==> src/rtl/panel_pkg.sv <==
// Shared constants and types for the KA10 front-panel key sequencer.
package panel_pkg;

    localparam logic [3:0] KEY_DEP_NXT = 4'd0;
    localparam logic [3:0] KEY_DEP     = 4'd1;
    localparam logic [3:0] KEY_EX_NXT  = 4'd2;
    localparam logic [3:0] KEY_EXA     = 4'd3;
    localparam logic [3:0] KEY_EXE     = 4'd4;
    localparam logic [3:0] KEY_RESET   = 4'd5;
    localparam logic [3:0] KEY_STOP    = 4'd6;
    localparam logic [3:0] KEY_CONT    = 4'd7;
    localparam logic [3:0] KEY_STA     = 4'd8;
    localparam logic [3:0] KEY_RDI     = 4'd9;

    localparam logic [1:0] REG_DSH = 2'd0;
    localparam logic [1:0] REG_DSL = 2'd1;
    localparam logic [1:0] REG_CMD = 2'd2;
    localparam logic [1:0] REG_CLR = 2'd3;

    localparam int CMD_W = 59;
    localparam int CNT_W = 21;

    typedef enum logic [2:0] {
        ST_IDLE  = 3'd0,
        ST_WAITH = 3'd1,
        ST_SETUP = 3'd2,
        ST_PRESS = 3'd3,
        ST_GAPW  = 3'd4
    } seq_state_t;

    typedef struct packed {
        logic        wait_halt;
        logic [3:0]  code;
        logic [17:0] addr;
        logic [35:0] ds;
    } cmd_t;

    function automatic logic code_valid(input logic [3:0] code);
        return code <= KEY_RDI;
    endfunction

endpackage

==> src/rtl/panel_cmd_fifo.sv <==
// Command queue between the Avalon slave and the key sequencer; the oldest
// entry is always presented on dout.
module panel_cmd_fifo #(
    parameter int DEPTH = 4,
    parameter int CMD_W = 59
) (
    input  logic             clk,
    input  logic             reset,
    input  logic             push,
    input  logic [CMD_W-1:0] din,
    input  logic             pop,
    output logic [CMD_W-1:0] dout,
    output logic             full,
    output logic             empty
);
    localparam int AW = (DEPTH > 1) ? $clog2(DEPTH) : 1;

    logic [CMD_W-1:0] mem [DEPTH];
    logic [AW-1:0]    wr_ptr, rd_ptr;
    logic [AW:0]      count;
    logic             do_push, do_pop;

    assign full    = (count == (AW+1)'(DEPTH));
    assign empty   = (count == '0);
    assign do_push = push && !full;
    assign do_pop  = pop && !empty;
    assign dout    = mem[rd_ptr];

    always_ff @(posedge clk) begin
        if (do_push) mem[wr_ptr] <= din;
    end

    // Pointers wrap naturally because DEPTH is a power of two.
    always_ff @(posedge clk or negedge reset) begin
        if (!reset) begin
            wr_ptr <= '0;
            rd_ptr <= '0;
            count  <= '0;
        end else begin
            if (do_push) wr_ptr <= wr_ptr + AW'(1);
            if (do_pop)  rd_ptr <= rd_ptr + AW'(1);
            case ({do_push, do_pop})
                2'b10:   count <= count + (AW+1)'(1);
                2'b01:   count <= count - (AW+1)'(1);
                default: count <= count;
            endcase
        end
    end

endmodule

==> src/rtl/panel_keyseq.sv <==
// Operator-panel key sequencer: queues AS/DS/key commands written over Avalon
// and plays each one out as a single timed momentary key press.
module panel_keyseq
    import panel_pkg::*;
#(
    parameter int SETUP   = 4,
    parameter int HOLD    = 16,
    parameter int GAP     = 16,
    parameter int TIMEOUT = 1048576,
    parameter int DEPTH   = 4
) (
    input  logic         clk,
    input  logic         reset,
    input  logic [1:0]   s_address,
    input  logic         s_write,
    input  logic         s_read,
    input  logic [31:0]  s_writedata,
    output logic [31:0]  s_readdata,
    output logic         s_waitrequest,
    input  logic         ind_run,
    output logic [9:0]   keys,
    output logic [0:35]  ds,
    output logic [18:35] as,
    output logic         busy
);
    localparam logic [CNT_W-1:0] SETUP_LD = CNT_W'(SETUP - 1);
    localparam logic [CNT_W-1:0] HOLD_LD  = CNT_W'(HOLD - 1);
    localparam logic [CNT_W-1:0] GAP_LD   = CNT_W'(GAP - 1);
    localparam logic [CNT_W-1:0] TMO_LD   = CNT_W'(TIMEOUT - 1);

    seq_state_t       state;
    logic [CNT_W-1:0] cnt;
    logic [3:0]       cur_code;
    logic [0:35]      staged_ds;
    logic             err, tmo, ovf;
    logic             cmd_wr, clr_wr, cmd_ok, cnt_zero, tmo_evt;
    logic             fifo_push, fifo_pop, fifo_full, fifo_empty;
    logic [CMD_W-1:0] fifo_din, fifo_dout;
    cmd_t             head;
    logic             unused_sigs;

    assign s_waitrequest = 1'b0;
    assign cmd_wr    = s_write && (s_address == REG_CMD);
    assign clr_wr    = s_write && (s_address == REG_CLR);
    assign cmd_ok    = code_valid(s_writedata[21:18]);
    assign fifo_push = cmd_wr && cmd_ok && !fifo_full;
    assign fifo_pop  = (state == ST_IDLE) && !fifo_empty;
    assign fifo_din  = {s_writedata[22:0], staged_ds};
    assign head      = cmd_t'(fifo_dout);
    assign cnt_zero  = (cnt == '0);
    assign tmo_evt   = (state == ST_WAITH) && ind_run && cnt_zero;
    assign busy      = (state != ST_IDLE) || !fifo_empty;
    assign keys      = (state == ST_PRESS) ? (10'd1 << cur_code) : 10'd0;
    assign unused_sigs = ^{s_read, s_writedata[31:23]};

    panel_cmd_fifo #(.DEPTH(DEPTH), .CMD_W(CMD_W)) u_fifo (
        .clk   (clk),
        .reset (reset),
        .push  (fifo_push),
        .din   (fifo_din),
        .pop   (fifo_pop),
        .dout  (fifo_dout),
        .full  (fifo_full),
        .empty (fifo_empty)
    );

    always_ff @(posedge clk or negedge reset) begin
        if (!reset) begin
            staged_ds <= '0;
        end else if (s_write && s_address == REG_DSH) begin
            staged_ds[0:17] <= s_writedata[17:0];
        end else if (s_write && s_address == REG_DSL) begin
            staged_ds[18:35] <= s_writedata[17:0];
        end
    end

    // A flag raised in the same cycle as its clear stays raised.
    always_ff @(posedge clk or negedge reset) begin
        if (!reset) begin
            err <= 1'b0;
            tmo <= 1'b0;
            ovf <= 1'b0;
        end else begin
            if (clr_wr && s_writedata[4]) ovf <= 1'b0;
            if (clr_wr && s_writedata[5]) tmo <= 1'b0;
            if (clr_wr && s_writedata[6]) err <= 1'b0;
            if (cmd_wr && !cmd_ok) err <= 1'b1;
            if (cmd_wr && cmd_ok && fifo_full) ovf <= 1'b1;
            if (tmo_evt) tmo <= 1'b1;
        end
    end

    always_ff @(posedge clk or negedge reset) begin
        if (!reset) begin
            state    <= ST_IDLE;
            cnt      <= '0;
            cur_code <= '0;
            as       <= '0;
            ds       <= '0;
        end else begin
            case (state)
                ST_IDLE: begin
                    if (fifo_pop) begin
                        as       <= head.addr;
                        ds       <= head.ds;
                        cur_code <= head.code;
                        if (head.wait_halt) begin
                            state <= ST_WAITH;
                            cnt   <= TMO_LD;
                        end else begin
                            state <= ST_SETUP;
                            cnt   <= SETUP_LD;
                        end
                    end
                end
                ST_WAITH: begin
                    if (!ind_run) begin
                        state <= ST_SETUP;
                        cnt   <= SETUP_LD;
                    end else if (cnt_zero) begin
                        state <= ST_GAPW;
                        cnt   <= GAP_LD;
                    end else begin
                        cnt <= cnt - CNT_W'(1);
                    end
                end
                ST_SETUP: begin
                    if (cnt_zero) begin
                        state <= ST_PRESS;
                        cnt   <= HOLD_LD;
                    end else begin
                        cnt <= cnt - CNT_W'(1);
                    end
                end
                ST_PRESS: begin
                    if (cnt_zero) begin
                        state <= ST_GAPW;
                        cnt   <= GAP_LD;
                    end else begin
                        cnt <= cnt - CNT_W'(1);
                    end
                end
                ST_GAPW: begin
                    if (cnt_zero) state <= ST_IDLE;
                    else          cnt   <= cnt - CNT_W'(1);
                end
                default: state <= ST_IDLE;
            endcase
        end
    end

    always_comb begin
        s_readdata = '0;
        case (s_address)
            REG_DSH: s_readdata[17:0] = staged_ds[0:17];
            REG_DSL: s_readdata[17:0] = staged_ds[18:35];
            REG_CMD: s_readdata[6:0]  = {err, tmo, ovf, fifo_full, fifo_empty, busy, ind_run};
            default: s_readdata = '0;
        endcase
    end

endmodule

==> config.mk <==
export PLATFORM = sky130hd
export DESIGN_NAME = panel_keyseq
export DESIGN_NICKNAME = d
export VERILOG_FILES = /design/src/rtl/panel_pkg.sv /design/src/rtl/panel_cmd_fifo.sv /design/src/rtl/panel_keyseq.sv
export SDC_FILE = /design/constraint.sdc
export NUM_CORES = 1
export LEC_CHECK = 0
export ABC_AREA = 1
export CORE_AREA = 2 2 197 199
export CTS_CLUSTER_SIZE = 14
export DETAILED_ROUTE_END_ITERATION = 10
export DIE_AREA = 0 0 199 201
export GPL_ROUTABILITY_DRIVEN = 0
export GPL_TIMING_DRIVEN = 0
export HOLD_SLACK_MARGIN = 0.15
export PLACE_DENSITY = 0.57
export SYNTH_ARGS = -nofsm -noshare
export SYNTH_HDL_FRONTEND = slang
export SYNTH_SLANG_ARGS = --single-unit
==> constraint.sdc <==
create_clock -name clk -period 11.2 [get_ports clk]
set_clock_uncertainty 0.15 [all_clocks]
set_input_delay 2.24 -clock clk [delete_from_list [all_inputs] [get_ports clk]]
set_output_delay 2.24 -clock clk [all_outputs]
set_load 0.02 [all_outputs]
* Yosys cells after proc, flatten, opt, wreduce, memory -nomap -nowiden
Memories as Yosys holds them, arrays and structs flattened.
Cells that the tools add are included.
** Operators by class
- Shift-type cells :: 1
- Reduce and logical (&&, ||, !) cells :: 35
- Equal/unequal tests :: 14
- Order comparisons :: 1
- Add/sub/neg operators :: 5
- Bitwise logic cells :: 1
- Muxes and demuxes :: 25
** Operators with widths (number)
- 2-to-1 mux 21 bit :: 4
- one-hot mux 21 bit (4 select lines) :: 1
- one-hot mux 11 bit (2 select lines) :: 1
- zero test 21 bit :: 1
- one-hot mux 7 bit (3 select lines) :: 1
- subtractor 21 x 1 -> 21 bit, second input constant :: 1
- 2-to-1 mux 20 bit :: 1
- logical AND 1 bit :: 16
- 2-to-1 mux 3 bit :: 5
- one-hot mux 3 bit (5 select lines) :: 1
- 2-to-1 mux 10 bit :: 1
- left shift 1 x 4 -> 10 bit, first input constant :: 1
- 2-to-1 mux 1 bit :: 8
- nonzero test 2 bit :: 4
- == test 2 bit, second input constant :: 3
- == test 3 x 2 -> 1 bit, second input constant :: 2
- == test 3 bit, second input constant :: 2
- zero test 3 bit :: 2
- != test 2 bit, second input constant :: 3
- one-hot mux 3 bit (2 select lines) :: 1
- AND reduction 3 bit :: 2
- adder 2 x 1 -> 2 bit, second input constant :: 2
- == test 2 x 1 -> 1 bit, second input constant :: 2
- less-or-equal comparator 4 bit, second input constant :: 1
- other kinds (13) :: 16
** Storage, ports and cells
- Input port bits :: 39
- Bits in writable memories :: 236
- Register bits after elaboration :: 128
- Memories :: 1
- Logic and storage cells :: 96
- Output and inout port bits :: 98
** Memory list
- u_fifo.mem :: words 4, width 59, rd ports 1, clocked after Yosys merged registers in 0, wr ports 1, RTL line panel_cmd_fifo.sv:18 : logic [CMD_W-1:0] mem [DEPTH];

* Depth between registers and ports, before layout
- Depth after elaboration :: 7
- Gate-level depth with buffers :: 14
- Gate-level depth less buffers :: 13

* Cells and area by module
Synthesis repeated with hierarchy kept, for this count alone.
** Second synthesis, totals
- Cell total of the unflattened synthesis :: 1497
- Area, all modules :: 15922.8 um2
** By module, submodules not included
- panel_cmd_fifo :: area each 9964.6 um2, cells an instance 750, seq. area each 7262.0 um2, times used 1
- panel_keyseq :: area each 5958.2 um2, cells an instance 747, seq. area each 3027.9 um2, times used 1

* Worst setup path before layout
Ideal clock, no wire load.
- Kind :: input to register
- Start point :: in s_writedata[19]
- End point :: mem u_fifo.mem[0][0] (enable)
- Stages :: 3
- Setup slack :: 5.289 ns
- Arrival :: 5.284 ns
- Required time :: 10.574 ns
- Path through :: o21ai_0 > nand3b_1 > nor2_1
** Between the ends
- Longest elaborated chain between the ends :: 6
** Ends and longest elaborated chain
- from (decl) :: RTL line panel_keyseq.sv:17 : input logic [31:0] s_writedata,
- less-or-equal comparator 4 bit :: RTL line panel_pkg.sv:39 : return code <= KEY_RDI;
- logical AND 1 bit (2 in series) :: RTL line panel_keyseq.sv:46 : assign fifo_push = cmd_wr && cmd_ok && !fifo_full;
- logical AND 1 bit :: RTL line panel_cmd_fifo.sv:25 : assign do_push = push && !full;
- 2-to-1 mux 1 bit :: RTL line panel_cmd_fifo.sv:30 : if (do_push) mem[wr_ptr] <= din;
- 2-to-1 mux 1 bit (implied by the code) :: RTL line panel_cmd_fifo.sv:30
- to (decl) :: RTL line panel_cmd_fifo.sv:18
No other way between the ends.

* Worst setup path in the final report
- Start point :: in s_address[1]
- End point :: out s_readdata[0]
** Between the ends
- Longest elaborated chain between the ends :: 2
** Ends and longest elaborated chain
- from (decl) :: RTL line panel_keyseq.sv:14 : input logic [1:0] s_address,
- == test 2 bit (tied with other cells) :: RTL line panel_keyseq.sv:154 : case (s_address)
- one-hot mux 7 bit (3 select lines) * :: RTL line panel_keyseq.sv:154
- to (decl) :: RTL line panel_keyseq.sv:18 : output logic [31:0] s_readdata,
Every way passes the cells marked *; elsewhere a longest branch is shown, timed or not.

==> results.md <==
Critical path:
- The kind of capture point of the worst setup path is an output port.
- The endpoint arrival time on the critical path is approximately 4.8 ns.
- The peak per-stage delay on the critical path is 0.68 ns.
- For the worst setup path, the data required time is about 8.8 ns.
- In this run the critical register-to-register path is launched from state[1].
- The cell type of the slowest stage on the worst timing path is clkdlybuf4s50_1.
- The largest fanout of any net on the critical path is 10.
- In this design, the critical path's most frequently occurring cell is clkdlybuf4s50_1.
- STA classifies the critical path startpoint as an input pin.
- The origin of the worst setup path is s_address[1].
- The critical path goes through clkdlybuf4s50_1, nor2_2, clkbuf_1, nand2_1, o211ai_1, clkdlybuf4s50_1.
- The critical path in this run is classified as in -> out.

Min path:
- The min-delay analysis places its worst path in the category reg -> reg.
- The startpoint of the tightest hold check path is ovf.

CTS:
- The number of clock buffers inserted by TritonCTS is 39.
- The clock insertion delay at the later pin of the skew report is around 0.56 ns.
- The clock root buffer is clkbuf_16.
- TritonCTS built the clock tree.
- The number of gates resized after cts is 0.
- CTS saw between 300 and 400 sinks.
- The number of buffers added to fix hold violations after cts is 0.
- The post-CTS setup repair buffer count is 0.
- Clock-pin slew was measured on the worst setup and hold paths at ~0.06 ns.
- The clock tree synthesis step divided the H-tree into 2 levels.
- The clock passes through at most 3 buffers.

Global route:
- The initial antenna violation count was 0.
- For this run, the total global-route usage over all layers was measured as 0.2007.
- Entering global routing, the biggest net connects 76 pins.
- The number of global-route vias before repair was ~10,000.
- For this run the aggregate overflow at the end of global routing stands at 0.
- The first global-routing pass estimated around 61,000 um of wire.

Synthesis:
- Summing every instance area after synthesis gives 0.01501 mm^2.
- The predominant post-synthesis flop cell is edfxtp_1.
- The count of flip-flops with a built-in enable after synthesis is between 200 and 250.
- The post-synthesis cell count is 1,356.
- The total of warnings raised by yosys is 0.
- The synthesized design contains approximately 360 register bits.
- For this run, asynchronously set or reset flops after synthesis account for 0.3516.
- The number of different library cells used by synthesis comes to between 40 and 50.
- For this run, the register share of the synthesized area comes to 0.6854.
- Averaged over all synthesized cells, the footprint is about 11 um^2.

Timing:
- The total negative slack for setup checks is 0 ns.
- The number of hold violations in the final report is 0.
- Setup violations remaining at the end of the flow were counted as 0.
- The number of pins with negative max-slew slack in the final report is 0.
- The share of the clock period used by the worst path is 0.6406.
- Setup repair after global routing left no endpoint under its margin.
- The headroom to the max-slew limit is 0.4504.
- The minimum clock period after layout is a little over 7 ns.
- The transition time at the pin with the least slew margin is approximately 0.8 ns.
- The top achievable clock speed is between 100 and 150 MHz.

Pwr:
- The power per unit of standard cell area is roughly 260 mW/mm^2.
- Summed over all cells, the static leakage comes to approximately 0.0071 uW.
- The peak ir drop on the vdd network is 0.1354 mV.

Outcome:
- The flow ran to the end, and the final reports show no timing, DRC or antenna violations.

Route:
- The met1 routed wirelength after detailed routing is between 15,000 and 20,000 um.
- After the first detailed-routing iteration, the DRC count stood at roughly 880.
- The wire length on met2 is around 19,000 um.
- The count of nets left with antenna violations once routing finished came out at 0.
- The DRC violation count after routing is 0.
- Detailed routing placed a total of between 2000 and 2500 um of wire on met3.
- The total routed wirelength is 39,420 um.
- The first-pass iteration count of the detailed router is 6.
- The routed length per placed instance is roughly 19 um.
- The via total after detailed routing is 10,420.
- In the routed layout, each cell is associated on average with a via count of about 5.
- The highest metal layer used by the detailed router is met4.

Layout:
- The number of diodes added for antenna fixing is 0.
- The leading cell type in the layout, fill and taps excluded is nor2_1.
- The post-route non-filler standard cell count is roughly 2,100.
- The fraction of final layout cells with drive strength greater than 1 is 0.09603.
- The share of the core filled with cells is 0.4815.
- Relative to the synthesized area, the layout overhead comes to 22.21%.
- The net count reported at finish is about 1,600.
- In the layout the commonest cells are nor2_1 (317), edfxtp_1 (236), o21ai_0 (169).

Job:
- The tool flagged a number of max-cap violations equal to 0.

Die:
- The placeable core region is around 0.038 mm^2.
- In this run the core area contains between 70 and 80 standard-cell rows.
- The floorplan die height is 201 um.
- The number of I/O pins is approximately 140.
- The floorplan step defined a die boundary enclosing about 0.040 mm^2.
- The initial utilization of the core area, before any placement, comes to 0.3940.
- The die outline width is about 200 um.

Placement:
- During placement, the flow inserted port buffers numbering 111.
- The post-placement cell count is about 2,000.
- The placed wire-length estimate is 26,470 um.
-- critical path: cells and delay by family --
kind,cells,cell delay [ns]
AOI/OAI and AO/OA,1,0.23
buffers and inverters,3,1.77
and+or+nand+nor,2,0.53
-- registers in the layout, indices dropped and copies added (netlist names) --
signal	flops
as	18
cnt	21
cur_code	4
ds	36
err	1
ovf	1
staged_ds	36
state	3
tmo	1
u_fifo.count	3
u_fifo.mem	236
u_fifo.rd_ptr	2
u_fifo.wr_ptr	2
-- worst paths after layout --
kind                       slack (ns)               to  cells past startpoint
hold / removal                   0.36              ovf                      2
max in group asynchronous        8.49           as[24]                      2
min in group asynchronous        1.62           ds[14]                      1
hold reg to reg                  0.36              ovf                      2
setup reg to reg                 8.08  u_fifo.count[2]                     10
setup / recovery                 4.03    s_readdata[0]                      6
-- power breakdown --
part	internal, uW	switching [uW]	leakage (uW)
clock	772	540	0.000643
combinational	610	1070	0.00280
sequential	1670	176	0.00365
total	3060	1790	0.00709
-- synth_stat cells, drive strengths merged, types with 3 or more instances --
| library cell | instances | area [um^2] |
|---|---|---|
| edfxtp | 236 | 7087 |
| ha | 7 | 87.58 |
| a22o | 11 | 96.34 |
| a22oi | 3 | 22.52 |
| buf | 47 | 285.3 |
| xor2 | 14 | 122.6 |
| dfrtp | 128 | 3203 |
| o22ai | 5 | 31.28 |
| inv | 94 | 352.8 |
| nand2 | 148 | 590.6 |
| a21oi | 21 | 180.2 |
| nand3 | 31 | 172.7 |
| o21ai | 171 | 855.8 |
| nor4 | 3 | 18.77 |
| clkbuf | 31 | 116.4 |
| nand4 | 4 | 25.02 |
| nor3 | 9 | 72.57 |
| nor2 | 332 | 1294 |
| a31oi | 55 | 344.1 |
-- routing by layer --
metal | up-vias | global-route usage
met3 | 49 | 0.02839
met1 | 5076 | 0.2912
met4 | 0 | 0.05011
met5 | - | 0
met2 | 329 | 0.3187
li1 | 4964 | -
-- cell type report --
cell class,instances,area (um^2)
fillers,3475,19760
flip-flops and latches,364,10290
multi-input cells,834,4051
repair buffers,120,1308
clock buffers,48,1020
well taps,518,648.1
plain buffers,78,401.6
inverters,94,352.8
clock inverters,24,276.5
-- through the flow --
step	power [uW]	cell area, um^2	setup WS, ns	hold WS [ns]
after detailed placement	3575	17050	4.085	0.3478
final	4845	18350	4.025	0.3643
after CTS	4888	18350	4.083	0.3624
after floorplan	2892	15070	5.289	0.3208
after global routing	5136	18350	4.047	0.3953
after global placement	3536	16820	1.637	0.3406
-- cell families (layout without fill, tap and decap cells) --
logic type | after synthesis | count (layout) | share of synthesized area
flip-flops | 364 | 364 | 0.6854
AND/OR/NAND/NOR | 528 | 528 | 0.1453
other | 1 | 15 | 0.0002498
XOR/XNOR | 15 | 15 | 0.008751
AO/OA/AOI/OAI | 268 | 268 | 0.1029
adder cells (fa/ha/maj) | 8 | 8 | 0.007167
buffers and inverters | 172 | 364 | 0.05025
No activity file was read; power rests on OpenSTA's default activity.
